**src/rtl/m_store_buffer.sv**
```systemverilog
// Write-posting store buffer between the EX/MEM register and the data-memory port.
// Loads bypass straight to memory with priority; a load overlapping a pending store stalls until it drains.
module m_store_buffer #(
  parameter int DEPTH = 4,
  parameter int PTR_W = 2
) (
  input  logic             clk,
  input  logic             reset,
  input  logic             req_valid,
  input  logic             req_we,
  input  logic [2:0]       req_op,
  input  logic [31:0]      req_addr,
  input  logic [31:0]      req_wdata,
  input  logic [31:0]      req_pc,
  output logic             req_stall,
  output logic [31:0]      dm_pc,
  output logic [31:0]      dm_addr,
  output logic [31:0]      dm_wd,
  output logic [2:0]       dm_op,
  output logic             dm_wr,
  input  logic             dm_wready,
  output logic [PTR_W:0]   sb_count,
  output logic             sb_empty
);

  logic [31:0]      ent_pc   [DEPTH];
  logic [31:0]      ent_addr [DEPTH];
  logic [31:0]      ent_wd   [DEPTH];
  logic [2:0]       ent_op   [DEPTH];
  logic [DEPTH-1:0] ent_valid;

  logic [PTR_W-1:0] head;
  logic [PTR_W-1:0] tail;
  logic [PTR_W:0]   count;

  logic hazard;
  logic full_stall;
  logic load_go;
  logic enq;
  logic deq;

  // Word-granular overlap check against every live entry, independent of access size.
  always_comb begin
    hazard = 1'b0;
    for (int unsigned i = 0; i < DEPTH; i++) begin
      if (ent_valid[PTR_W'(i)] && (ent_addr[PTR_W'(i)][31:2] == req_addr[31:2]))
        hazard = 1'b1;
    end
    hazard = hazard & req_valid & ~req_we;
  end

  assign full_stall = req_valid & req_we & (count == (PTR_W+1)'(DEPTH));
  assign req_stall  = hazard | full_stall;
  assign load_go    = req_valid & ~req_we & ~hazard;
  assign enq        = req_valid & req_we & ~full_stall;
  assign deq        = dm_wr & dm_wready;

  assign sb_count = count;
  assign sb_empty = (count == '0);

  always_comb begin
    dm_pc   = '0;
    dm_addr = '0;
    dm_wd   = '0;
    dm_op   = '0;
    dm_wr   = 1'b0;
    if (load_go) begin
      dm_pc   = req_pc;
      dm_addr = req_addr;
      dm_op   = req_op;
    end else if (count != '0) begin
      dm_pc   = ent_pc[head];
      dm_addr = ent_addr[head];
      dm_wd   = ent_wd[head];
      dm_op   = ent_op[head];
      dm_wr   = 1'b1;
    end
  end

  always_ff @(posedge clk or posedge reset) begin
    if (reset) begin
      head      <= '0;
      tail      <= '0;
      count     <= '0;
      ent_valid <= '0;
    end else begin
      if (deq) begin
        ent_valid[head] <= 1'b0;
        head            <= head + PTR_W'(1);
      end
      if (enq) begin
        ent_valid[tail] <= 1'b1;
        tail            <= tail + PTR_W'(1);
      end
      case ({enq, deq})
        2'b10:   count <= count + (PTR_W+1)'(1);
        2'b01:   count <= count - (PTR_W+1)'(1);
        default: count <= count;
      endcase
    end
  end

  // Payload needs no reset: an entry is only observed while its valid bit is set.
  always_ff @(posedge clk) begin
    if (enq) begin
      ent_pc[tail]   <= req_pc;
      ent_addr[tail] <= req_addr;
      ent_wd[tail]   <= req_wdata;
      ent_op[tail]   <= req_op;
    end
  end

endmodule

```
**config.mk**
```make
export PLATFORM = sky130hd
export DESIGN_NAME = m_store_buffer
export DESIGN_NICKNAME = d
export VERILOG_FILES = /design/src/rtl/m_store_buffer.sv
export SDC_FILE = /design/constraint.sdc
export NUM_CORES = 1
export LEC_CHECK = 0
export BUFFER_PORTS_ARGS = -buffer_cell sky130_fd_sc_hd__buf_2
export CAP_MARGIN = 15
export CORE_MARGIN = 2
export CORE_UTILIZATION = 50
export DETAILED_ROUTE_END_ITERATION = 10
export PLACE_DENSITY = 0.8
export SKIP_LAST_GASP = 1
export SLEW_MARGIN = 25
export SYNTH_ARGS = -nofsm -noshare
export SYNTH_HDL_FRONTEND = slang
export SYNTH_SLANG_ARGS = --single-unit
```
**constraint.sdc**
```tcl
create_clock -name clk -period 11.2 [get_ports clk]
set_clock_uncertainty 0.15 [all_clocks]
set_input_delay 1.12 -clock clk [delete_from_list [all_inputs] [get_ports clk]]
set_output_delay 1.12 -clock clk [all_outputs]
set_load 0.005 [all_outputs]
```
After elaboration in Yosys (flattened, before gate mapping)
Memory sizes are Yosys's and may differ from the RTL's.
Index checks and enable logic that the tools add are counted.
W data, S select, Z words.
{"block": "op_classes", "n_mul": 0, "n_lt_le_gt_ge": 4, "shifts": 0, "addsub": 4, "n_mux": 23, "n_reduce_logical": 9, "div": 0, "n_bitwise": 15, "n_eq_ne": 7}
{"operator": "$mux W32", "count": 6}
{"operator": "$eq A30 B30 Y1", "count": 4}
{"operator": "$mux W1", "count": 10}
{"operator": "$and A1 B1 Y1", "count": 8}
{"operator": "$mux W4", "count": 2}
{"operator": "$logic_and A1 B1 Y1", "count": 6}
{"operator": "$lt A2 B3 Y1 const B", "count": 2}
{"operator": "$mux W3", "count": 2}
{"operator": "$pmux W3 S2", "count": 1}
{"operator": "$add A2 B1 Y2 const B", "count": 2}
{"operator": "$and A4 B4 Y4", "count": 1}
{"operator": "$demux W1 S2", "count": 2}
{"operator": "$ge A2 B1 Y1 const B", "count": 2}
{"operator": "$not A4 Y4", "count": 1}
{"operator": "$or A4 B4 Y4", "count": 1}
{"operator": "$add A3 B1 Y3 const B", "count": 1}
{"operator": "$eq A3 B3 Y1 const B", "count": 1}
{"operator": "$logic_not A3 Y1", "count": 1}
{"operator": "$not A1 Y1", "count": 3}
{"operator": "$reduce_bool A3 Y1", "count": 1}
{"operator": "$sub A3 B1 Y3 const B", "count": 1}
{"operator": "$eq A2 B1 Y1 const B", "count": 1}
{"operator": "$eq A2 B2 Y1 const B", "count": 1}
{"operator": "$reduce_bool A2 Y1", "count": 1}
{"operator": "$or A1 B1 Y1", "count": 1}
{"block": "totals", "mem_bits_rw": 396, "word_cells": 70, "n_memories": 4, "regBits": 11, "latch_bits": 0, "rom_bits": 0, "output_inout_bits": 105, "inputBits": 104}
{"memory": "ent_addr", "words": 4, "word_bits": 32, "read_ports": 5, "rd_clocked_by_memory_dff": 0, "write_ports": 1, "line_no": "27", "source": "logic [31:0] ent_addr [DEPTH];"}
{"memory": "ent_pc", "words": 4, "word_bits": 32, "read_ports": 1, "rd_clocked_by_memory_dff": 0, "write_ports": 1, "line_no": "26", "source": "logic [31:0] ent_pc [DEPTH];"}
{"memory": "ent_wd", "words": 4, "word_bits": 32, "read_ports": 1, "rd_clocked_by_memory_dff": 0, "write_ports": 1, "line_no": "28", "source": "logic [31:0] ent_wd [DEPTH];"}
{"memory": "ent_op", "words": 4, "word_bits": 3, "read_ports": 1, "rd_clocked_by_memory_dff": 0, "write_ports": 1, "line_no": "29", "source": "logic [2:0] ent_op [DEPTH];"}

Longest topological paths before layout
Gate-level depths: netlist of run 1.
{"block": "logic_depth", "depth_word": 15, "mapped_depth": 15, "ltp_nobuf": 12}

Least setup slack after synthesis of run 1
No wires, ideal clock.
{"block": "synth_timing", "kind": "input to register", "start": "in req_we", "end": "mem ent_addr[0][0] (enable)", "path_stages": 3, "arrival_ns": 3.834, "path_buffers": 1, "setup_ns": 0.471, "t_required_ns": 10.579, "path_slack_ns": 6.746, "path_cell_list": "and3_1 > clkbuf_1 > and2_1"}
{"block": "synth_between", "elab_chain_len": 6}
{"item": "start, declared", "line_no": "10", "source": "input logic req_we,"}
{"item": "$and A1 B1 Y1 (*)", "line_no": "52, 55"}
{"item": "$and A1 B1 Y1", "line_no": "52", "source": "assign full_stall = req_valid & req_we & (count == (PTR_W+1)'(DEPTH));"}
{"item": "$not A1 Y1", "line_no": "55", "source": "assign enq = req_valid & req_we & ~full_stall;"}
{"item": "$and A1 B1 Y1 (*)", "line_no": "55"}
{"item": "$mux W1 (*)", "line_no": "105", "source": "if (enq) begin"}
{"item": "$mux W1 (not written as such) (*)", "line_no": "107", "source": "ent_addr[tail] <= req_addr;"}
{"item": "end, declared", "line_no": "27"}
Mark *: on every way between the ends. The rest lies on a longest branch, timed or not.

Worst setup path after layout of run 1
{"block": "layout_timing", "start": "in req_addr[15]", "end": "out dm_pc[0]"}
{"block": "layout_between", "elab_chain_len": 11, "elab_cells_between_ends": 17, "classes_between": "eq/ne (4); mux (5); bitwise (4); reduce/logical (4)"}
{"item": "start, declared", "line_no": "12", "source": "input logic [31:0] req_addr,"}
{"item": "$eq A30 B30 Y1", "line_no": "46", "source": "if (ent_valid[PTR_W'(i)] && (ent_addr[PTR_W'(i)][31:2] == req_addr[31:2]))"}
{"item": "$logic_and A1 B1 Y1", "line_no": "46"}
{"item": "$mux W1 (3 in a row)", "line_no": "46"}
{"item": "$mux W1 (*)", "line_no": "46"}
{"item": "$and A1 B1 Y1 (*) (2 in a row)", "line_no": "49", "source": "hazard = hazard & req_valid & ~req_we;"}
{"item": "$not A1 Y1 (*)", "line_no": "54", "source": "assign load_go = req_valid & ~req_we & ~hazard;"}
{"item": "$and A1 B1 Y1 (*)", "line_no": "54"}
{"item": "$mux W32 (*)", "line_no": "67", "source": "if (load_go) begin"}
{"item": "end, declared", "line_no": "16", "source": "output logic [31:0] dm_pc,"}
Marks and branches as above.

==> flow_summary.yaml, run 1 <==
cells_and_area:
  drive_above_1_share_pct: 30.05
  finalNetCount: 1342
  syn_to_final_growth_pct: 14.66
  design_area_um2: 20590
  nFillCells: 2690
detailed_routing:
  wl_per_cell_um: 22.27
  vias: 9642
  avgViaCountPerCell: 5.599
  routed_wirelength_mm: 38.35
  dr.pass1.iters: 5
  ant_nets: 0
  drcViolationCount: 0
  drt_iter0_drc: 786
critical_path:
  crit_required_ns: 9.93
  r2r_slack_ns: 7.14
  worstPathMaxFanout: 55
  worstSetupEndpointType: "primary output"
  critPathArrivalTime_ns: 4.00
  worstPathCellList: "buf_2, xnor2_1, nand4_1, nor4_1, a22oi_1, nand4b_1, buf_4, mux2i_1, buf_2"
  worstSetupStartpointType: "input pin"
  crit_type: "in2out"
  critical_path.max_stage_delay_ns: 0.67
  cp_slowest_cell: "buf_4"
  worst_path_most_repeated_cell: "buf_2"
clock_tree:
  cts_buffers: 43
  clock_latency_ns: 0.55
  cts.root.buffer_cell: "clkbuf_16"
  postCtsSetupBuffers: 0
  cts_resized: 0
  cts_hold_buf: 0
  clockBufferDepth: 3
  cts_tree: "built"
  htree_levels: 2
  cts.sinks: 407
  clk_pin_slew_ns: 0.06
placement:
  placed_cell_area_um2: 19270
  globalplace.congestion: 0.8398
  port_buffers: 208
  pre_cts_ws_ns: 6.043
  dp_hpwl_mm: 23.30
die:
  dieArea_um2: 37440
  core_um2: 35480
  num_rows: 69
  die_y_um: 193.5
  die_width_um: 193.5
  start_util_pct: 50.60
  io_pins: 209
yosys:
  yosysWarnings: 0
  netlist_area_um2: 17950
  synth_seq_cells: 407
  syn_inst: 1043
  synth-seq-area-share_pct: 67.76
  synth.net_count: 1157
  synth.distinct_cells: 33
  syn_area_per_cell_um2: 17.21
timing:
  setup_viol: 0
  hold_viol_final: 0
  tightestPinTransition_ns: 1.000
  timing.final.crit_share_pct: 47.01
  fin_crit_ns: 5.266
  rsz0062_at_grt: "false"
  fin_ws_ns: 5.934
  setup_tns_ns: 0
  drv_slew: 0
  slew-limit-headroom_pct: 33.32
  fmax_mhz: 189.9
status:
  outcome: "finished clean"
pwr:
  power_density_nw_per_um2: 227.8
  vdd_drop_max_uv: 171.2
  leakage_nw: 7.721
worst_hold_path:
  hp-class: "reg2reg"
global_routing:
  grt_pass1_vias: 10120
  grt.total_usage_pct: 20.63
  grt_max_degree: 67
  gr-total-overflow: 0
  grt_pass1_wl_mm: 59.49
  antenna_found_initial: 5
job:
  drv_cap: 0
==> per-layer routing <==
| metal | track usage [%] | vias up | wire length [um] |
|---|---|---|---|
| met5 | 0 | - | 42 |
| met2 | 33.81 | 331 | 18950 |
| met3 | 4.463 | 83 | 2561 |
| met4 | 7.351 | 6 | 1161 |
| li1 | - | 4316 | - |
| met1 | 27.47 | 4906 | 15630 |
==> critical path, delay by kind of cell <==
kind | cells | cell delay, ns
XOR/XNOR | 1 | 0.24
AND/OR/NAND/NOR | 3 | 0.87
AO/OA/AOI/OAI | 1 | 0.23
buffers and inverters | 3 | 1.01
multiplexers | 1 | 0.39
==> final timing paths <==
path	startpoint	to	cells past startpoint
setup / recovery	req_addr[15]	dm_pc[0]	9
setup reg to reg	ent_addr[0][15]$_DFFE_PP_	sb_count[2]$_DFFE_PP0P_	13
min in group asynchronous	reset	head[1]$_DFFE_PP0N_	2
hold / removal	sb_count[2]$_DFFE_PP0P_	sb_count[2]$_DFFE_PP0P_	1
hold reg to reg	sb_count[2]$_DFFE_PP0P_	sb_count[2]$_DFFE_PP0P_	1
max in group asynchronous	reset	head[0]$_DFFE_PP0N_	2
==> registers in the layout, summed over array words and instances (netlist names) <==
| name | flops |
|---|---|
| ent_wd | 128 |
| ent_addr | 128 |
| ent_pc | 128 |
| tail | 2 |
| sb_count | 3 |
| ent_valid | 4 |
| ent_op | 12 |
| head | 2 |
==> cell usage after synthesis, drive strengths merged <==
master,n,share of area (%)
mux4,99,12
o211a,1,0.056
nor2,6,0.13
o21ai,1,0.028
or3,1,0.035
a211o,1,0.049
a22oi,2,0.084
ha,9,0.63
dfrtp,11,1.5
nand4,28,0.98
and3,37,1.3
a221o,1,0.056
clkbuf,27,0.58
nor4,8,0.28
nand4b,1,0.049
and2,6,0.21
fa,1,0.11
nand3,9,0.25
buf,51,1.8
inv,77,1.6
a21oi,2,0.056
nor3b,1,0.042
nand2,71,1.5
mux2i,68,3.8
edfxtp,396,66
a2bb2oi,4,0.20
xor2,2,0.098
xnor2,122,6.0
==> cell families (layout without fill, tap and decap cells) <==
| kind of cell | after synthesis | after routing | share of synthesized area, % |
|---|---|---|---|
| compound gates | 12 | 12 | 0.5226 |
| xor+xnor | 124 | 124 | 6.049 |
| fa+ha+maj | 10 | 10 | 0.7387 |
| buf+inv | 155 | 370 | 3.979 |
| flops | 407 | 407 | 67.76 |
| mux | 167 | 167 | 16.21 |
| other cells | 0 | 3 | 0 |
| simple gates | 168 | 168 | 4.739 |
==> cell type report <==
class                      instances  area [um^2]  area share [%]
multi-input combinational        481         5089           24.72
antenna                            3        7.507         0.03647
clock buffer                      46         1087           5.282
sequential                       407        12170           59.14
clock inverter                    29        222.7           1.082
timing repair buffer             218         1140           5.537
inverter                          77        289.0           1.404
tap                              461        576.8           2.802
==> per-stage QoR <==
stage	power [mW]	util [%]	instances	hold slack, ns
3_5_place_dp	3.427	54.30	1644	0.3626
5_1_grt	4.921	58.00	1720	0.3990
2_1_floorplan	2.918	-	1043	0.3462
4_1_cts	4.751	58.00	1719	0.3750
3_3_place_gp	3.391	54.22	1643	0.3581
6_report	4.689	58.02	1722	0.3805
==> cell usage in the layout, fill, tap and decap left out, types with 2 or more instances in the layout <==
| master | netlist | final |
|---|---|---|
| a21oi_1 | 2 | 2 |
| a22oi_1 | 2 | 2 |
| a2bb2oi_1 | 4 | 4 |
| and2_1 | 6 | 2 |
| and2_4 | 0 | 4 |
| and3_1 | 37 | 37 |
| buf_2 | 41 | 208 |
| buf_4 | 5 | 8 |
| bufinv_16 | 0 | 2 |
| clkbuf_1 | 25 | 3 |
| clkbuf_16 | 0 | 43 |
| clkinv_1 | 0 | 18 |
| clkinv_2 | 0 | 3 |
| clkinv_8 | 0 | 2 |
| dfrtp_1 | 11 | 9 |
| dfrtp_4 | 0 | 2 |
| diode_2 | 0 | 3 |
| edfxtp_1 | 396 | 396 |
| ha_1 | 9 | 9 |
| inv_1 | 77 | 77 |
| mux2i_1 | 68 | 68 |
| mux4_2 | 99 | 99 |
| nand2_1 | 71 | 71 |
| nand3_1 | 9 | 9 |
| nand4_1 | 28 | 28 |
| nor2_1 | 6 | 6 |
| nor4_1 | 8 | 8 |
| xnor2_1 | 122 | 122 |
| xor2_1 | 2 | 2 |
==> report_power, final <==
part,switching (mW),internal [mW],total (mW)
combinational,0.689,0.695,1.38
sequential,0.128,1.86,1.99
clock,0.568,0.751,1.32
total,1.38,3.30,4.69
(Power assumes the default switching activity.)
==> run 2, diff against run 1 <==
ABC_AREA = 1   (was default)
clock period = 5.35 ns   (was 11.2 ns; I/O delays follow)
==> flow_summary.yaml, run 2 <==
critical_path:
  critPathArrivalTime_ns: 3.59
  crit_family: "simple AND/OR/NAND/NOR gates"
  critical_path.max_stage_delay_ns: 0.56
  cp.buffers_inverters: 3
  worstSetupStartpoint: "ent_addr[3][8]$_DFFE_PP_"
  crit_required_ns: 4.66
  worst_path_most_repeated_cell: "nand2_1"
  cp_slowest_cell: "inv_2"
  worstSetupStartpointType: "flip-flop"
  reg2reg_from: "ent_addr[3][8]$_DFFE_PP_"
  worstPathMaxFanout: 46
  worstSetupEndpointType: "primary output"
  worstPathCellList: "nand2_1, nand2_1, nor2_1, nand2_1, nor2_1, nand2_1, nor2_1, nor2_2, nand3_4, nand2_4, inv_2, buf_12, nand2_1, o21ai_0, buf_2"
  crit_type: "reg2out"
yosys:
  synth.net_count: 1912
  synth.distinct_cells: 27
  syn_inst: 1798
  synth_seq_cells: 407
  ys.flop_type: "edfxtp_1"
  synth-async-reset-ratio_pct: 2.703
  synth_common_cells: "edfxtp_1 (396), nand2_1 (373), nor2_1 (295), o21ai_0 (284), inv_1 (140)"
  netlist_area_um2: 18260
  synth-seq-area-share_pct: 66.64
  synth_area_leader_cell: "edfxtp_1"
  synth-edff-count: 396
  yosysMostFrequentCell: "edfxtp_1"
  synth_top_area_share_pct: 65.13
  syn_area_per_cell_um2: 10.15
  yosysWarnings: 0
  synth_area_leaders: "edfxtp_1 (65%), o21ai_0 (7.8%), nand2_1 (7.7%), nor2_1 (6.1%), inv_1 (2.9%)"
die:
  num_rows: 69
  core_um2: 35740
  start_util_pct: 51.08
  die_y_um: 195.1
  io_pins: 209
  dieArea_um2: 38060
  die_width_um: 195.1
placement:
  dp_hpwl_mm: 28.96
  port_buffers: 208
  globalplace.congestion: 0.9291
detailed_routing:
  ant_nets: 0
  drcViolationCount: 0
  wl_per_cell_um: 19.01
  drt_iter0_drc: 1040
  routed_wirelength_mm: 47.34
  avgViaCountPerCell: 5.529
  vias: 13770
  dr.pass1.iters: 7
global_routing:
  antenna_found_initial: 6
  grt_max_degree: 98
  gr-total-overflow: 0
  grt_pass1_vias: 13550
  grt_pass1_wl_mm: 73.44
  grt.total_usage_pct: 24.87
clock_tree:
  cts_resized: 0
  cts_buffers: 44
  cts.root.buffer_cell: "clkbuf_16"
  clk_pin_slew_ns: 0.06
  clockBufferDepth: 3
  clock_latency_ns: 0.56
  cts.sinks: 407
  cts_tree: "built"
  htree_levels: 2
  postCtsSetupBuffers: 0
cells_and_area:
  top_regs: "ent_addr (128), ent_pc (128), ent_wd (128)"
  final_common_cell: "edfxtp_1"
  post-route-util_pct: 59.22
  drive_above_1_share_pct: 15.69
  finalNetCount: 2102
  layout_common_cells: "edfxtp_1 (396), nand2_1 (373), nor2_1 (295)"
  syn_to_final_growth_pct: 15.93
timing:
  fmax_mhz: 233.9
  setup_viol: 0
  tightestPinTransition_ns: 1.051
  slew-limit-headroom_pct: 29.96
  whs_ns: 0.03551
  hold_viol_final: 0
  timing.final.crit_share_pct: 79.93
  rsz0062_at_grt: "false"
  fin_crit_ns: 4.276
  drv_slew: 0
  setup_tns_ns: 0
job:
  drv_cap: 0
worst_hold_path:
  min_from: "req_wdata[4]"
  hp-class: "in2reg"
status:
  outcome: "finished clean"
pwr:
  p_total_mw: 10.40
  vdd_drop_max_uv: 407.6
  power_density_nw_per_um2: 491.5
  leakage_nw: 8.414
==> run 2: area by class of cell <==
cell class / instances / area, um^2
Multi-Input combinational cell: 1150 / 5152
Fill cell: 2926 / 14580
Inverter: 160 / 614.3
Timing Repair Buffer: 225 / 1209
Clock inverter: 25 / 270.3
Sequential cell: 407 / 12170
Antenna cell: 8 / 20.02
Clock buffer: 54 / 1149
Tap cell: 461 / 576.8
==> run 2: worst register-to-register path, stage by stage, from the launching register on <==
cell and delay, ns:
edfxtp_1 0.40, nand2_1 0.08, nand2_1 0.05, nor2_1 0.30, nand2_1 0.11, nor2_1 0.10
nand2_1 0.06, nor2_1 0.12, nor2_2 0.07, nand3_4 0.07, buf_4 0.68, nand3_1 0.27
inv_1 0.16, ha_1 0.15, inv_1 0.06, fa_1 0.38, a21oi_1 0.16, o21ai_0 0.12
xor2_1 0.15
==> run 2: cells by family after synthesis <==
kind of cell / after synthesis / synth area share [%]
flip-flops: 407 / 66.64
AO/OA/AOI/OAI: 439 / 12.32
adder cells (fa/ha/maj): 10 / 0.7264
XOR/XNOR: 19 / 0.9115
buffers and inverters: 241 / 5.140
AND/OR/NAND/NOR: 682 / 14.26
==> run 2: per-layer routing <==
metal / GRT usage [%] / wire (um) / vias up
met2: 41.10 / 22540 / 673
li1: - / - / 6504
met4: 9.697 / 1624 / 4
met5: 0 / 24 / -
met3: 6.097 / 4419 / 108
met1: 31.80 / 18740 / 6479
==> run 2: final timing paths <==
| path | to | cells after the start | slack [ns] |
|---|---|---|---|
| setup / recovery | dm_addr[21] | 15 | 1.07 |
| hold / removal | ent_wd[1][4]$_DFFE_PP_ | 1 | 0.04 |
| max in group asynchronous | head[0]$_DFFE_PP0N_ | 3 | 4.35 |
| hold reg to reg | ent_valid[2]$_DFF_PP0_ | 2 | 0.37 |
| min in group asynchronous | ent_valid[2]$_DFF_PP0_ | 3 | 0.36 |
| setup reg to reg | sb_count[2]$_DFFE_PP0P_ | 18 | 1.57 |
==> run 2: metrics by stage <==
stage | instances | worst slack [ns] | instance area (um^2)
3_5_place_dp | 2402 | 1.217 | 19720
3_3_place_gp | 2402 | 1.248 | 19720
2_1_floorplan | 1798 | 1.697 | 18260
4_1_cts | 2482 | 1.039 | 21150
5_1_grt | 2486 | 0.8594 | 21160
6_report | 2490 | 1.074 | 21170
==> run 2: repair_timing <==
| item | 4_1_cts | 5_1_grt |
|---|---|---|
| hold endpoints to repair | 11 | 0 |
| hold buffers | 1 | 0 |
| setup endpoints to repair | 0 | 0 |
==> run 2: power by group <==
part           leakage, nW  internal [mW]  total (mW)  switching (mW)
Clock                0.683           1.77        2.99            1.22
Sequential            3.72           3.88        4.12           0.243
Combinational         4.01           1.09        3.29            2.19
